[config.mk]
export PLATFORM = sky130hd
export DESIGN_NAME = multi_tone_sound_flat
export DESIGN_NICKNAME = d
export VERILOG_FILES = /design/src/rtl/multi_tone_sound_pkg.sv /design/src/rtl/multi_tone_sound_if.sv /design/src/rtl/multi_tone_sound_tone_channel.sv /design/src/rtl/multi_tone_sound.sv /design/src/flat_wrapper.sv
export SDC_FILE = /design/constraint.sdc
export NUM_CORES = 1
export LEC_CHECK = 0
export CORE_UTILIZATION = 39
export DETAILED_ROUTE_END_ITERATION = 6
export DONT_BUFFER_PORTS = 1
export PLACE_DENSITY = 0.52
export SETUP_SLACK_MARGIN = 0.15
export SLEW_MARGIN = 15
export SYNTH_ARGS = -nofsm -noshare
export SYNTH_HDL_FRONTEND = slang
export SYNTH_SLANG_ARGS = --single-unit
[constraint.sdc]
create_clock -name clk -period 6.1 [get_ports clk]
set_clock_uncertainty 0.05 [all_clocks]
set_input_delay 1.22 -clock clk [delete_from_list [all_inputs] [get_ports clk]]
set_output_delay 1.22 -clock clk [all_outputs]
set_load 0.03 [all_outputs]
[src/rtl/multi_tone_sound_pkg.sv]
// Shared constants, channel configuration type and helpers for the multi-tone
// buzzer driver.
package multi_tone_sound_pkg;

    localparam int SND_TICK_DIV_50MHZ = 50000;
    localparam int SND_COUNT_WIDTH    = 26;
    localparam int SND_DUR_WIDTH      = 16;

    typedef struct packed {
        logic [SND_COUNT_WIDTH-1:0] max_count;
        logic [SND_DUR_WIDTH-1:0]   duration;
    } snd_chan_cfg_t;

    // Channel-select width; a single channel still gets a 1-bit select.
    function automatic int snd_sel_width(input int channels);
        return (channels > 1) ? $clog2(channels) : 1;
    endfunction

endpackage

[src/rtl/multi_tone_sound_if.sv]
// CPU-side programming and status bus of the multi-tone buzzer driver.
interface multi_tone_sound_if
    import multi_tone_sound_pkg::*;
#(
    parameter int CHANNELS    = 4,
    parameter int COUNT_WIDTH = SND_COUNT_WIDTH,
    parameter int DUR_WIDTH   = SND_DUR_WIDTH
);
    localparam int SEL_W = snd_sel_width(CHANNELS);

    // load is a one-cycle strobe with no ready: ch_sel/max_count/duration are
    // sampled on the edge where load=1 and the block always accepts them.
    logic [SEL_W-1:0]       ch_sel;
    logic [COUNT_WIDTH-1:0] max_count;
    logic [DUR_WIDTH-1:0]   duration;
    logic                   load;
    logic [CHANNELS-1:0]    busy;
    logic [CHANNELS-1:0]    done;

    modport master (
        output ch_sel, max_count, duration, load,
        input  busy, done
    );

    modport slave (
        input  ch_sel, max_count, duration, load,
        output busy, done
    );

endinterface

[src/rtl/multi_tone_sound_tone_channel.sv]
// One square-wave tone channel: phase counter, square bit, optional timed
// duration, with a load that always wins over expiry.
module tone_channel
    import multi_tone_sound_pkg::*;
#(
    parameter int COUNT_WIDTH = SND_COUNT_WIDTH,
    parameter int DUR_WIDTH   = SND_DUR_WIDTH
) (
    input  logic                   clk,
    input  logic                   n_rst_async,
    input  logic                   i_tick,
    input  logic                   i_load,
    input  logic [COUNT_WIDTH-1:0] i_max_count,
    input  logic [DUR_WIDTH-1:0]   i_duration,
    output logic                   o_busy,
    output logic                   o_done,
    output logic                   o_square
);
    logic [COUNT_WIDTH-1:0] r_period;
    logic [COUNT_WIDTH-1:0] r_phase;
    logic [DUR_WIDTH-1:0]   r_remaining;
    logic                   r_busy;
    logic                   r_done;
    logic                   r_square;
    logic                   w_expire;
    logic                   w_wrap;

    // remaining is 0 in continuous mode, so only timed notes can expire.
    assign w_expire = r_busy && i_tick && (r_remaining == DUR_WIDTH'(1));
    assign w_wrap   = (r_phase == r_period - COUNT_WIDTH'(1));

    always_ff @(posedge clk or negedge n_rst_async) begin
        if (!n_rst_async) begin
            r_period    <= '0;
            r_phase     <= '0;
            r_remaining <= '0;
            r_busy      <= 1'b0;
            r_done      <= 1'b0;
            r_square    <= 1'b0;
        end else begin
            r_done <= 1'b0;
            if (i_load) begin
                r_phase  <= '0;
                r_square <= 1'b0;
                if (i_max_count != '0) begin
                    r_busy      <= 1'b1;
                    r_period    <= i_max_count;
                    r_remaining <= i_duration;
                end else begin
                    r_busy      <= 1'b0;
                    r_remaining <= '0;
                end
            end else if (w_expire) begin
                r_busy      <= 1'b0;
                r_done      <= 1'b1;
                r_phase     <= '0;
                r_square    <= 1'b0;
                r_remaining <= '0;
            end else if (r_busy) begin
                if (w_wrap) begin
                    r_phase  <= '0;
                    r_square <= ~r_square;
                end else begin
                    r_phase <= r_phase + COUNT_WIDTH'(1);
                end
                if (i_tick && (r_remaining != '0)) begin
                    r_remaining <= r_remaining - DUR_WIDTH'(1);
                end
            end
        end
    end

    assign o_busy   = r_busy;
    assign o_done   = r_done;
    assign o_square = r_square;

endmodule

[src/rtl/multi_tone_sound.sv]
// Multi-channel buzzer driver: duration-tick prescaler, load decode, and a
// first-order sigma-delta mixer folding all channel squares onto one pin.
module multi_tone_sound
    import multi_tone_sound_pkg::*;
#(
    parameter int CHANNELS    = 4,
    parameter int COUNT_WIDTH = SND_COUNT_WIDTH,
    parameter int DUR_WIDTH   = SND_DUR_WIDTH,
    parameter int TICK_DIV    = SND_TICK_DIV_50MHZ
) (
    input  logic              clk,
    input  logic              n_rst_async,
    multi_tone_sound_if.slave bus,
    output logic              buzzer
);
    localparam int SEL_W = snd_sel_width(CHANNELS);
    localparam int PRE_W = (TICK_DIV > 1) ? $clog2(TICK_DIV) : 1;
    localparam int ACC_W = $clog2(2 * CHANNELS);

    logic [PRE_W-1:0]    r_presc;
    logic                w_tick;
    logic [CHANNELS-1:0] w_load;
    logic [CHANNELS-1:0] w_busy;
    logic [CHANNELS-1:0] w_done;
    logic [CHANNELS-1:0] w_square;
    logic [ACC_W-1:0]    r_acc;
    logic [ACC_W-1:0]    w_sum;
    logic [ACC_W-1:0]    w_acc_next;
    logic                r_buzzer;

    // Free-running: loads never realign it, so timed notes land within one tick.
    assign w_tick = (r_presc == PRE_W'(TICK_DIV - 1));

    always_ff @(posedge clk or negedge n_rst_async) begin
        if (!n_rst_async) begin
            r_presc <= '0;
        end else if (w_tick) begin
            r_presc <= '0;
        end else begin
            r_presc <= r_presc + PRE_W'(1);
        end
    end

    genvar c;
    for (c = 0; c < CHANNELS; c++) begin : g_ch
        // Selects at or above CHANNELS match no channel and are dropped.
        assign w_load[c] = bus.load && (bus.ch_sel == SEL_W'(c));

        tone_channel #(
            .COUNT_WIDTH (COUNT_WIDTH),
            .DUR_WIDTH   (DUR_WIDTH)
        ) u_ch (
            .clk         (clk),
            .n_rst_async (n_rst_async),
            .i_tick      (w_tick),
            .i_load      (w_load[c]),
            .i_max_count (bus.max_count),
            .i_duration  (bus.duration),
            .o_busy      (w_busy[c]),
            .o_done      (w_done[c]),
            .o_square    (w_square[c])
        );
    end

    assign bus.busy = w_busy;
    assign bus.done = w_done;

    always_comb begin
        w_sum = '0;
        for (int i = 0; i < CHANNELS; i++) begin
            w_sum = w_sum + ACC_W'(w_busy[i] & w_square[i]);
        end
    end

    // acc stays below CHANNELS, so acc+sum fits in ACC_W bits.
    assign w_acc_next = r_acc + w_sum;

    always_ff @(posedge clk or negedge n_rst_async) begin
        if (!n_rst_async) begin
            r_acc    <= '0;
            r_buzzer <= 1'b0;
        end else if (w_acc_next >= ACC_W'(CHANNELS)) begin
            r_acc    <= w_acc_next - ACC_W'(CHANNELS);
            r_buzzer <= 1'b1;
        end else begin
            r_acc    <= w_acc_next;
            r_buzzer <= 1'b0;
        end
    end

    assign buzzer = r_buzzer;

endmodule

[src/flat_wrapper.sv]
// flat-port wrapper written by rule: the top's interface ports become plain ports
module multi_tone_sound_flat import multi_tone_sound_pkg::*;
#(
    parameter int CHANNELS    = 4,
    parameter int COUNT_WIDTH = SND_COUNT_WIDTH,
    parameter int DUR_WIDTH   = SND_DUR_WIDTH,
    parameter int TICK_DIV    = SND_TICK_DIV_50MHZ
)
  (clk, n_rst_async, buzzer, bus_ch_sel, bus_max_count, bus_duration, bus_load, bus_busy, bus_done);
  multi_tone_sound_if #(.CHANNELS(CHANNELS), .COUNT_WIDTH(COUNT_WIDTH), .DUR_WIDTH(DUR_WIDTH)) bus_i ();
  input  logic clk;
  input  logic n_rst_async;
  output logic buzzer;
  input wire logic [$bits(bus_i.ch_sel)-1:0] bus_ch_sel;
  input wire logic [$bits(bus_i.max_count)-1:0] bus_max_count;
  input wire logic [$bits(bus_i.duration)-1:0] bus_duration;
  input wire logic [$bits(bus_i.load)-1:0] bus_load;
  output wire logic [$bits(bus_i.busy)-1:0] bus_busy;
  output wire logic [$bits(bus_i.done)-1:0] bus_done;
  assign bus_i.ch_sel = bus_ch_sel;
  assign bus_i.max_count = bus_max_count;
  assign bus_i.duration = bus_duration;
  assign bus_i.load = bus_load;
  assign bus_busy = bus_i.busy;
  assign bus_done = bus_i.done;
  multi_tone_sound #(.CHANNELS(CHANNELS), .COUNT_WIDTH(COUNT_WIDTH), .DUR_WIDTH(DUR_WIDTH), .TICK_DIV(TICK_DIV)) u_core (.clk(clk), .n_rst_async(n_rst_async), .bus(bus_i), .buzzer(buzzer));
endmodule
Word-level counts from Yosys, hierarchy flattened
Cells that the tools add are included.
- register bits: 304
- output and inout bits: 9
- bits of input ports: 47
- word-level logic and storage cells: 185
- reductions and logical operators: 50
- add/subtract/negate cells: 18
- equality and inequality tests: 12
- bitwise logic cells: 8
- mux-type cells: 69
- $lt $le $gt $ge: 1
- operator list (operator ; count):
    $mux 26 ; 16
    $mux 16 ; 18
    $add 26x1->26 const B ; 4
    $eq 26x26->1 ; 4
    $sub 26x1->26 const B ; 4
    $eq 16x1->1 const B ; 4
    $reduce_bool 16->1 ; 4
    $sub 16x1->16 const B ; 4
    $reduce_bool 3->1 ; 12
    $mux 1 ; 34
    $reduce_bool 26->1 ; 1
    $reduce_and 2->1 ; 12
    $add 16x1->16 const B ; 1
    $eq 16x16->1 const B ; 1
    $logic_and 1x1->1 ; 16
    $add 3x3->3 ; 4
    $reduce_bool 2->1 ; 4
    $and 1x1->1 ; 4
    $eq 2x2->1 const B ; 2
    $not 1->1 ; 4
    $ge 3x3->1 const B ; 1
    $mux 3 ; 1
    $sub 3x3->3 const B ; 1
    $eq 2x1->1 const B ; 1
    $logic_not 2->1 ; 1

Logic depth before layout (Yosys ltp)
- depth in word-level cells: 7
- mapped depth: 12
- depth with buffers taken out: 10

Cells and area by module
Synthesis repeated with hierarchy kept, for this count alone.
- cells, all modules: 2167
- area total of the unflattened synthesis: 18465.2 um^2
- modules (own cells, without submodules) (module ; times used ; area each (um^2) ; cells an instance ; seq. area each (um^2)):
    tone_channel at u_core.g_ch[0].u_ch ... ; 2 ; 4255.3 ; 504 ; 1776.7
    tone_channel at u_core.g_ch[2].u_ch ; 1 ; 4551.9 ; 538 ; 1776.7
    tone_channel at u_core.g_ch[3].u_ch ; 1 ; 4403.0 ; 527 ; 1776.7
    multi_tone_sound ; 1 ; 999.7 ; 94 ; 500.5

Worst setup path before layout
No wires, ideal clock.
- path type: reg2reg
- from: reg u_core.g_ch[0].u_ch.r_period[0]
- to: reg u_core.g_ch[0].u_ch.r_square
- slack: 2650 ps
- stages on the path, launching flop included: 12
- path buffers: 1
- library setup time: 66 ps
- period minus slack after synthesis: 3450 ps
- arrival time: 3334 ps
- data required time: 5984 ps
- path through: dfrtp_1 > inv_1 > ha_1 > or4b_4 > or3_1 > buf_2 > or4b_1 > a2111oi_0 > and4_1 > nand4_2 > or4_1 > nand2_1
- cells in the longest elaborated chain, start to end: 4
- RTL lines (element ; line ; text):
    start, declared ; multi_tone_sound_tone_channel.sv:19 ; logic [COUNT_WIDTH-1:0] r_period;
    start signal, assigned ; multi_tone_sound_tone_channel.sv:47 ; r_period <= i_max_count;
    $sub 26x1->26 ; multi_tone_sound_tone_channel.sv:30 ; assign w_wrap = (r_phase == r_period - COUNT_WIDTH'(1));
    $eq 26x26->1 ; multi_tone_sound_tone_channel.sv:30 ;
    $reduce_bool 3->1 (no source line) ; -- ;
    $reduce_and 2->1 (no source line) ; -- ;
    end signal, assigned ; multi_tone_sound_tone_channel.sv:62 ; r_square <= ~r_square;
    end, declared ; multi_tone_sound_tone_channel.sv:24 ; logic r_square;
No other way between the ends.
A chain may end at the register's enable or synchronous reset.

Final worst setup path
- from: reg u_core.g_ch[1].u_ch.r_period[0]
- to: reg u_core.g_ch[1].u_ch.r_phase[19]
- cells in the longest elaborated chain, start to end: 6
- RTL lines (element ; line ; text):
    start, declared ; multi_tone_sound_tone_channel.sv:19 ;
    start signal, assigned ; multi_tone_sound_tone_channel.sv:47 ;
    $sub 26x1->26 ; multi_tone_sound_tone_channel.sv:30 ;
    $eq 26x26->1 ; multi_tone_sound_tone_channel.sv:30 ;
    $mux 26 ; multi_tone_sound_tone_channel.sv:60 ; if (w_wrap) begin
    $mux 26 ; multi_tone_sound_tone_channel.sv:59 ; end else if (r_busy) begin
    $mux 26 ; multi_tone_sound_tone_channel.sv:53 ; end else if (w_expire) begin
    $mux 26 ; multi_tone_sound_tone_channel.sv:42 ; if (i_load) begin
    end signal, assigned ; multi_tone_sound_tone_channel.sv:64 ; r_phase <= r_phase + COUNT_WIDTH'(1);
    end, declared ; multi_tone_sound_tone_channel.sv:20 ; logic [COUNT_WIDTH-1:0] r_phase;
No other way between the ends. The select of a mux whose other input is x is not followed.

==> flow_metrics.env <==
export IMPL_outcome="finished, final reports clean"
export IMPL_hpwl_after_dpl_um=36900
export IMPL_layout_nets=2218
export IMPL_area_growth_pct=9.11
export IMPL_drt_drc_violations_left=0
export IMPL_timing_worst_slew_pin_value_ns=1.09
export IMPL_p_sw_frac=0.321
export IMPL_synth_flop_cell="sky130_fd_sc_hd__dfrtp_1"
export IMPL_pin_count_of_the_biggest_net_entering_global_routing=305
export IMPL_clkSlewWorstSetupHoldPaths_ns=0.06
export IMPL_switchingPower_mw=1.99
export IMPL_timing_max_transition_violations_final=0
export IMPL_fin_tns_setup_ns=0
export IMPL_num_io_pins=56
export IMPL_post_synth_instance_area_mm2=0.0184
export IMPL_die_h_um=219
export IMPL_cts_htree_levels=2
export IMPL_port_buffers=0
export IMPL_power_share_combinational=0.189
export IMPL_synth_net_count=2270
export IMPL_drt_iter0_markers=1045
export IMPL_clock_fmax_mhz=235
export IMPL_power_density_mw_per_mm2=308
export IMPL_synthDistinctLibCells=87
export IMPL_rows=79
export IMPL_syn_inst=2203
export IMPL_die_width_um=219
export IMPL_clkSinkCount=304
export IMPL_cts_resized_gates=0
export IMPL_slew_headroom=0.272
export IMPL_synth_most_common_cell="sky130_fd_sc_hd__nand2_1"
export IMPL_synth_enable_flop_cells=0
export IMPL_post_synth_top_area_fraction=0.414
export IMPL_initial_utilization=0.395
export IMPL_grt_use_total=0.230
export IMPL_power_frac_clock=0.380
export IMPL_cp_arrival_ns=4.60
export IMPL_layout_drive_gt1_share=0.0519
export IMPL_critical_path_class="reg -> reg"
export IMPL_number_of_synthesis_warnings=0
export IMPL_cap_viol_max_count=0
export IMPL_cts_path_max_buffers=3
export IMPL_grt_setup_unrepaired="no"
export IMPL_antenna_cells=0
export IMPL_synth_async_sr_flop_share=1.00
export IMPL_clkLatencyLatePin_ns=0.56
export IMPL_grt_pass1_vias=15170
export IMPL_timing_hold_worst_class="in -> async"
export IMPL_synthDominantAreaCellType="sky130_fd_sc_hd__dfrtp_1"
export IMPL_initial_antenna_violation_count=0
export IMPL_syn_mean_instance_area_um2=8.35
export IMPL_fillers=4570
export IMPL_avgViaCountPerCell=5.64
export IMPL_critPathMaxFanout=24
export IMPL_total_leakage_power_nw=8.97
export IMPL_hold_fix_buffers_cts=0
export IMPL_grt_overflow_total=0
export IMPL_vdd_ir_drop_max_uv=307
export IMPL_setup_viol=0
export IMPL_post_cts_setup_buffer_count=0
export IMPL_synth_sequential_area_ratio=0.414
export IMPL_startpoint_type="flip-flop"
export IMPL_ys_top_cells_by_area="sky130_fd_sc_hd__dfrtp_1 41%, sky130_fd_sc_hd__nand2_1 9.0%, sky130_fd_sc_hd__xor2_1 5.5%"
export IMPL_fin_crit_ns=4.26
export IMPL_coreArea_mm2=0.0466
export IMPL_synth_seq_cells=304
export IMPL_drt_pass1_iterations=5
export IMPL_seq_power_share=0.431
export IMPL_final_antenna_net_count=0
export IMPL_clockRootBuffer="sky130_fd_sc_hd__clkbuf_16"
export IMPL_route_vias_total=15714
export IMPL_finalCritPeriodShare=0.698
export IMPL_setup_slack_ns=1.84
export IMPL_gpl_final_weighted_congestion=0.893
export IMPL_crit_path_capture_type="flip-flop"
export IMPL_detail_route_wl_per_cell_um=19.4
export IMPL_dpl_worst_slack_ns=1.86
export IMPL_fp_dieArea_mm2=0.0480
export IMPL_grt_pass1_wl_um=86500
export IMPL_intPower_mw=4.19
export IMPL_required_ns=6.45
export IMPL_synth_commonest_cells="443 x sky130_fd_sc_hd__nand2_1, 304 x sky130_fd_sc_hd__dfrtp_1, 228 x sky130_fd_sc_hd__nor2_1"
export IMPL_finalPower_mw=6.18
export IMPL_drt_wl_total_um=53900
export IMPL_hold_violations=0
export IMPL_cts_tree="yes"
export IMPL_cts_buffers=38
## cell usage in the layout (no fill, tap or decap), types with 37 or more instances in the layout
master,netlist,layout
sky130_fd_sc_hd__a31oi_1,43,43
sky130_fd_sc_hd__or3_1,37,37
sky130_fd_sc_hd__nand2_1,443,443
sky130_fd_sc_hd__o21ai_0,44,44
sky130_fd_sc_hd__xnor2_1,113,113
sky130_fd_sc_hd__nand4_1,44,44
sky130_fd_sc_hd__nand3_1,70,70
sky130_fd_sc_hd__nor2_1,228,228
sky130_fd_sc_hd__dfrtp_1,304,304
sky130_fd_sc_hd__nor4_1,38,38
sky130_fd_sc_hd__inv_1,46,46
sky130_fd_sc_hd__nor3_1,84,84
sky130_fd_sc_hd__clkbuf_16,0,41
sky130_fd_sc_hd__xor2_1,115,115
sky130_fd_sc_hd__a21oi_1,136,135
## area by class of cell
cell class,count,area [um2],area share
Tap cell,607,759,0.0378
Inverter,46,173,0.00860
Multi-Input combinational cell,1751,10200,0.507
Timing Repair Buffer,10,75.1,0.00374
Clock buffer,57,1180,0.0586
Clock inverter,10,103,0.00511
Sequential cell,304,7610,0.379
## final timing paths
kind / from / slack [ns] / end / cells after the start
min in group clk: u_core.r_presc[0] / 0.40 / u_core.r_presc[0] / 1
min reg2reg: u_core.r_presc[0] / 0.40 / u_core.r_presc[0] / 1
max: u_core.g_ch[1].u_ch.r_period[0] / 1.84 / u_core.g_ch[1].u_ch.r_phase[19] / 10
min: n_rst_async / 0.31 / u_core.g_ch[1].u_ch.r_phase[18] / 0
max in group asynchronous: n_rst_async / 5.24 / u_core.g_ch[2].u_ch.r_phase[15] / 0
max reg2reg: u_core.g_ch[1].u_ch.r_period[0] / 1.84 / u_core.g_ch[1].u_ch.r_phase[19] / 10
## critical path: stages (launching register included)
cell                        delay [ns]
sky130_fd_sc_hd__dfrtp_1          0.44
sky130_fd_sc_hd__inv_1            0.10
sky130_fd_sc_hd__ha_1             0.18
sky130_fd_sc_hd__nor3b_1          0.56
sky130_fd_sc_hd__nand2_1          0.42
sky130_fd_sc_hd__a2111oi_0        0.45
sky130_fd_sc_hd__nand4_1          0.20
sky130_fd_sc_hd__nor4_1           0.32
sky130_fd_sc_hd__nand4_1          0.31
sky130_fd_sc_hd__a21oi_2          0.91
sky130_fd_sc_hd__nor2_1           0.12
## through the flow
| stage | utilization | hold WS (ns) | cells | area (um2) |
|---|---|---|---|---|
| 2_1_floorplan | - | 0.366 | 2203 | 18400 |
| 3_3_place_gp | 0.404 | 0.390 | 2718 | 18800 |
| 3_5_place_dp | 0.404 | 0.387 | 2718 | 18800 |
| 4_1_cts | 0.431 | 0.292 | 2785 | 20100 |
| 5_1_grt | 0.431 | 0.295 | 2785 | 20100 |
| 6_report | 0.431 | 0.311 | 2785 | 20100 |
## routing by layer
layer  GRT usage  wire length (um)  up-vias
li1            -                 -     7611
met1       0.307             23800     7615
met2       0.375             25200      399
met3      0.0486              3370       89
met4      0.0674              1460        0
met5           0                 0        -
## sequential cells by signal (all words and copies together) (netlist names)
register and flops:
u_core.g_ch.u_ch.r_period 104, u_core.g_ch.u_ch.r_phase 104, u_core.g_ch.u_ch.r_remaining 64, u_core.r_presc 16
u_core.g_ch.u_ch.o_busy 4, u_core.g_ch.u_ch.o_done 4, u_core.g_ch.u_ch.o_square 4, u_core.r_acc 3
u_core.buzzer 1
## power by group through the flow
stage	Sequential [mW]	Combinational (mW)	Clock [mW]
4_1_cts	2.66	1.17	2.40
6_report	2.66	1.17	2.35
2_1_floorplan	2.53	1.01	0
3_5_place_dp	2.69	1.16	0
5_1_grt	2.71	1.34	2.48
3_3_place_gp	2.68	1.14	0
## logic make-up (layout without fill, tap and decap cells)
group | count (synthesis) | after routing | synth area share
simple gates | 1128 | 1128 | 0.295
compound gates | 363 | 363 | 0.128
flops | 304 | 304 | 0.414
xor+xnor | 228 | 228 | 0.109
buf+inv | 148 | 123 | 0.0341
fa+ha+maj | 20 | 20 | 0.0148
mux | 11 | 11 | 0.00619
other cells | 1 | 1 | 0.000204
(Power assumes the default switching activity.)
